===== src/rtl/alu_result_collector.sv =====
// Collects one ALU result per select code into an 8-entry table.
// Tracks the running sum, the distinct count and a saturating duplicate count.
//   state   | meaning
//   IDLE    | nothing seen yet
//   COLLECT | some, but not all, select codes seen
//   DONE    | all codes seen; table frozen until ack or clear
module alu_result_collector #(
    parameter int DATA_W = 6,
    parameter int SEL_W  = 3,
    parameter int SUM_W  = 9,
    parameter int DUP_W  = 4
) (
    input  logic              clk,
    input  logic              rst_n,
    input  logic              in_valid,
    output logic              in_ready,
    input  logic [DATA_W-1:0] in_data,
    input  logic [SEL_W-1:0]  in_sel,
    input  logic              clear,
    input  logic              ack,
    input  logic [SEL_W-1:0]  rd_addr,
    output logic [DATA_W-1:0] rd_data,
    output logic              rd_hit,
    output logic [SUM_W-1:0]  sum,
    output logic [3:0]        count,
    output logic [DUP_W-1:0]  dup_cnt,
    output logic              done
);
    localparam int DEPTH = 2 ** SEL_W;

    typedef enum logic [1:0] {
        S_IDLE    = 2'd0,
        S_COLLECT = 2'd1,
        S_DONE    = 2'd2
    } state_t;

    state_t                 state_q, state_d;
    logic [DATA_W-1:0]      table_q [DEPTH];
    logic [DATA_W-1:0]      table_d [DEPTH];
    logic [DEPTH-1:0]       seen_q, seen_d;
    logic [SUM_W-1:0]       sum_q, sum_d;
    logic [3:0]             count_q, count_d;
    logic [DUP_W-1:0]       dup_q, dup_d;
    logic                   accept;

    assign in_ready = (state_q != S_DONE) && !clear;
    assign accept   = in_valid && in_ready;

    always_comb begin
        state_d = state_q;
        table_d = table_q;
        seen_d  = seen_q;
        sum_d   = sum_q;
        count_d = count_q;
        dup_d   = dup_q;
        if (clear || (state_q == S_DONE && ack)) begin
            state_d = S_IDLE;
            for (int i = 0; i < DEPTH; i++) table_d[i] = '0;
            seen_d  = '0;
            sum_d   = '0;
            count_d = '0;
            dup_d   = '0;
        end else if (accept) begin
            table_d[in_sel] = in_data;
            if (seen_q[in_sel]) begin
                // last write wins: swap the old contribution for the new one
                sum_d   = sum_q - SUM_W'(table_q[in_sel]) + SUM_W'(in_data);
                if (dup_q != {DUP_W{1'b1}}) dup_d = dup_q + 1'b1;
                state_d = S_COLLECT;
            end else begin
                seen_d[in_sel] = 1'b1;
                sum_d   = sum_q + SUM_W'(in_data);
                count_d = count_q + 4'd1;
                state_d = (count_q == 4'(DEPTH - 1)) ? S_DONE : S_COLLECT;
            end
        end
    end

    always_ff @(posedge clk or negedge rst_n) begin
        if (!rst_n) begin
            state_q <= S_IDLE;
            for (int i = 0; i < DEPTH; i++) table_q[i] <= '0;
            seen_q  <= '0;
            sum_q   <= '0;
            count_q <= '0;
            dup_q   <= '0;
        end else begin
            state_q <= state_d;
            for (int i = 0; i < DEPTH; i++) table_q[i] <= table_d[i];
            seen_q  <= seen_d;
            sum_q   <= sum_d;
            count_q <= count_d;
            dup_q   <= dup_d;
        end
    end

    assign rd_data = table_q[rd_addr];
    assign rd_hit  = seen_q[rd_addr];
    assign sum     = sum_q;
    assign count   = count_q;
    assign dup_cnt = dup_q;
    assign done    = (state_q == S_DONE);

endmodule


===== config.mk =====
export PLATFORM = sky130hd
export DESIGN_NAME = alu_result_collector
export DESIGN_NICKNAME = d
export VERILOG_FILES = /design/src/rtl/alu_result_collector.sv
export SDC_FILE = /design/constraint.sdc
export NUM_CORES = 1
export LEC_CHECK = 0
export BUFFER_PORTS_ARGS = -buffer_cell sky130_fd_sc_hd__buf_2
export CORE_UTILIZATION = 65
export CTS_CLUSTER_DIAMETER = 60
export DETAILED_ROUTE_END_ITERATION = 6
export PLACE_DENSITY = 0.86
export SKIP_LAST_GASP = 1
export SLEW_MARGIN = 5
export SYNTH_ARGS = -nofsm -noshare
export SYNTH_HDL_FRONTEND = slang
export SYNTH_SLANG_ARGS = --single-unit

===== constraint.sdc =====
create_clock -name clk -period 5.1 [get_ports clk]
set_input_delay 0.765 -clock clk [delete_from_list [all_inputs] [get_ports clk]]
set_output_delay 0.765 -clock clk [all_outputs]
set_load 0.01 [all_outputs]

==> flow_summary.ini <==
[run_status]
outcome = completed

[routing]
ant_nets = 0
vias = 4160
drc_errors = 0
firstDrtPassIters = 6
routed_wl_mm = 12.0
drtIter0Drc = 417
post_drt_wl_per_cell_microns = 18.9
viasPerCell = 6.53

[final_layout]
fin_util_pct = 72.7
mostFrequentLayoutCells = dfrtp_1 (75), nor2_1 (60), nand2_1 (53), buf_2 (42), inv_1 (32)
fin_nets = 575
final_common_cell = dfrtp_1
drive_gt1_share_pct = 16.9
final_area_sq_um = 5270
layout.filler_cells = 531
area_delta_synth_final_pct = 8.66
diodes = 0

[logic_synthesis]
synth_seq_area_share_pct = 38.7
yosys.area.top_type = dfrtp_1
ys_ff_latch = 75
yosysWarnings = 0
synth_top_area_share_pct = 38.7
synthTopCellsByArea = dfrtp_1 (39%), mux4_2 (8.4%), mux2i_1 (6.2%)
synthesis.area_sq_um = 4850
syn_area_per_cell_sq_um = 9.54
ys.flop_type = dfrtp_1
syn_nets = 551
ys_types = 48
syn_inst = 509
synth_edf_count = 0
async_flop_share_pct = 100

[critical_path]
cp-start-kind = input port
critPathSlowestCell = a211oi_1
cp_data_arrival_time_ns = 4.31
crit_chain = buf_2 > inv_1 > nor2_1 > a221oi_1 > o22ai_1 > fa_1 > inv_1 > ha_1 > a211oi_1 > a211oi_1 > nor4_1 > o31a_1 > mux2i_1
crit_fanout = 16
critPathTopFamily = compound AO/OA/AOI/OAI gates
path_buf_inv = 3
slowest_delay_ns = 0.59
cp-end-kind = flip-flop
required_ns = 5.34
crit_type = input port to flip-flop

[timing]
fin_skew_ns = 0.0117
max_freq_ghz = 0.246
maxSlewViolCount = 0
finalHoldViolCount = 0
rsz0062_at_grt = no
period_needed_ns = 4.07
fin_crit_sh_pct = 79.8
slew_headroom_pct = 29.5
tightestPinTransition_ns = 1.05
setup_tns_ns = 0
setup_viol = 0

[floorplan]
ioPinCount = 43
die_w_microns = 88.4
dieArea_sq_um = 7820
dieHeight_microns = 88.4
row_count = 31
core_area_sq_um = 7250
start_util_pct = 66.9

[global_routing]
grt_start_max_net_pins = 52
grtUsageTotal_pct = 32.9
grt_antenna_before_repair = 0
grt_pass1_wl_mm = 19.1
gr-total-overflow = 0
grt_pass1_vias = 4065

[cts]
cts_buffer_depth = 2
clock_sinks = 75
post-cts-setup-buffers = 0
cts-buffers-inserted = 9
h-tree-depth = 3
postCtsHoldBufs = 0
cts-root-buf = clkbuf_8
cts_tree = built
clk_latency_ns = 0.36
cts_resized = 0
clkTransAtPathRegs_ns = 0.08

[place]
gp_congestion = 1.01
dp_hpwl_mm = 8.86
port_buffers = 42
dpl_cell_area_sq_um = 5090

[power]
p_sw_mw = 0.530
seq_power_share_pct = 41.4
p_leak_nw = 2.47
p_total_mw = 1.56
p_int_mw = 1.03
ir_drop_mv = 0.239
clock_power_share_pct = 28.7
power_density_nw_per_um2 = 296
sw_frac_of_total_pct = 34.0
pwr-share-comb_pct = 29.9

[flow_run]
drv_cap = 0

[min_path]
hold_path_class = input port to asynchronous set/reset pin
## through the flow
stage          worst slack, ns  instances  hold slack [ns]
6_report                  1.03        637            0.385
5_1_grt                  0.756        637            0.426
4_1_cts                   1.18        637            0.395
3_5_place_dp             0.847        621            0.475
3_3_place_gp             0.950        621            0.470
2_1_floorplan             1.20        509            0.460
## cells in the mapped netlist, drive strengths merged, types with 9 or more instances
| cell | count |
|---|---|
| nor2 | 60 |
| dfrtp | 75 |
| mux2i | 30 |
| nand2 | 53 |
| a21oi | 31 |
| nand3 | 20 |
| mux4 | 18 |
| o21ai | 29 |
| clkbuf | 28 |
| inv | 32 |
| ha | 18 |
| mux2 | 9 |
| a221oi | 12 |
## registers in the layout, indices dropped and copies added, names as in the netlist
signal,cells
table_q,48
sum,9
seen_q,8
count,4
dup_cnt,4
state_q,2
## kinds of logic (layout without fill, tap and decap cells)
logic type / after synthesis / after routing / synth area share (%)
XOR/XNOR: 8 / 8 / 1.44
adder cells (fa/ha/maj): 25 / 25 / 7.53
flip-flops: 75 / 75 / 38.7
AND/OR/NAND/NOR: 162 / 162 / 14.9
buffers and inverters: 67 / 96 / 5.47
multiplexers: 57 / 57 / 16.6
AO/OA/AOI/OAI: 115 / 115 / 15.4
## worst paths after layout
check / from / to / slack (ns) / cells past startpoint
setup / recovery: in_sel[1] / sum[8] / 1.03 / 13
setup reg to reg: table_q[7] / sum[7] / 1.67 / 11
hold reg to reg: sum[8] / sum[8] / 0.48 / 1
hold / removal: rst_n / count[2] / 0.38 / 1
min in group clk: sum[8] / sum[8] / 0.48 / 1
max in group asynchronous: rst_n / table_q[12] / 3.67 / 2
## layout make-up
class                           count  area, sq um  area share, %
Tap cell                           99          124           2.35
Inverter                           32          120           2.28
Clock inverter                      4         51.3          0.973
Sequential cell                    75         1880           35.6
Clock buffer                       12          135           2.56
Timing Repair Buffer               48          255           4.84
Multi-Input combinational cell    367         2710           51.4
## per-layer routing
layer / share of wire [%] / track usage, % / up-vias
li1: - / - / 1869
met1: 41 / 43.7 / 2018
met2: 48 / 52.1 / 235
met3: 8.3 / 7.09 / 38
met4: 2.6 / 15.1 / 0
met5: 0 / 0 / -
## power by group through the flow
stage | clock network, mW | logic, mW | registers, mW
after floorplan | 0 | 0.327 | 0.658
after global placement | 0 | 0.434 | 0.654
after detailed placement | 0 | 0.454 | 0.656
after CTS | 0.453 | 0.458 | 0.644
after global routing | 0.479 | 0.518 | 0.649
final | 0.448 | 0.466 | 0.645
(Power assumes the default switching activity.)
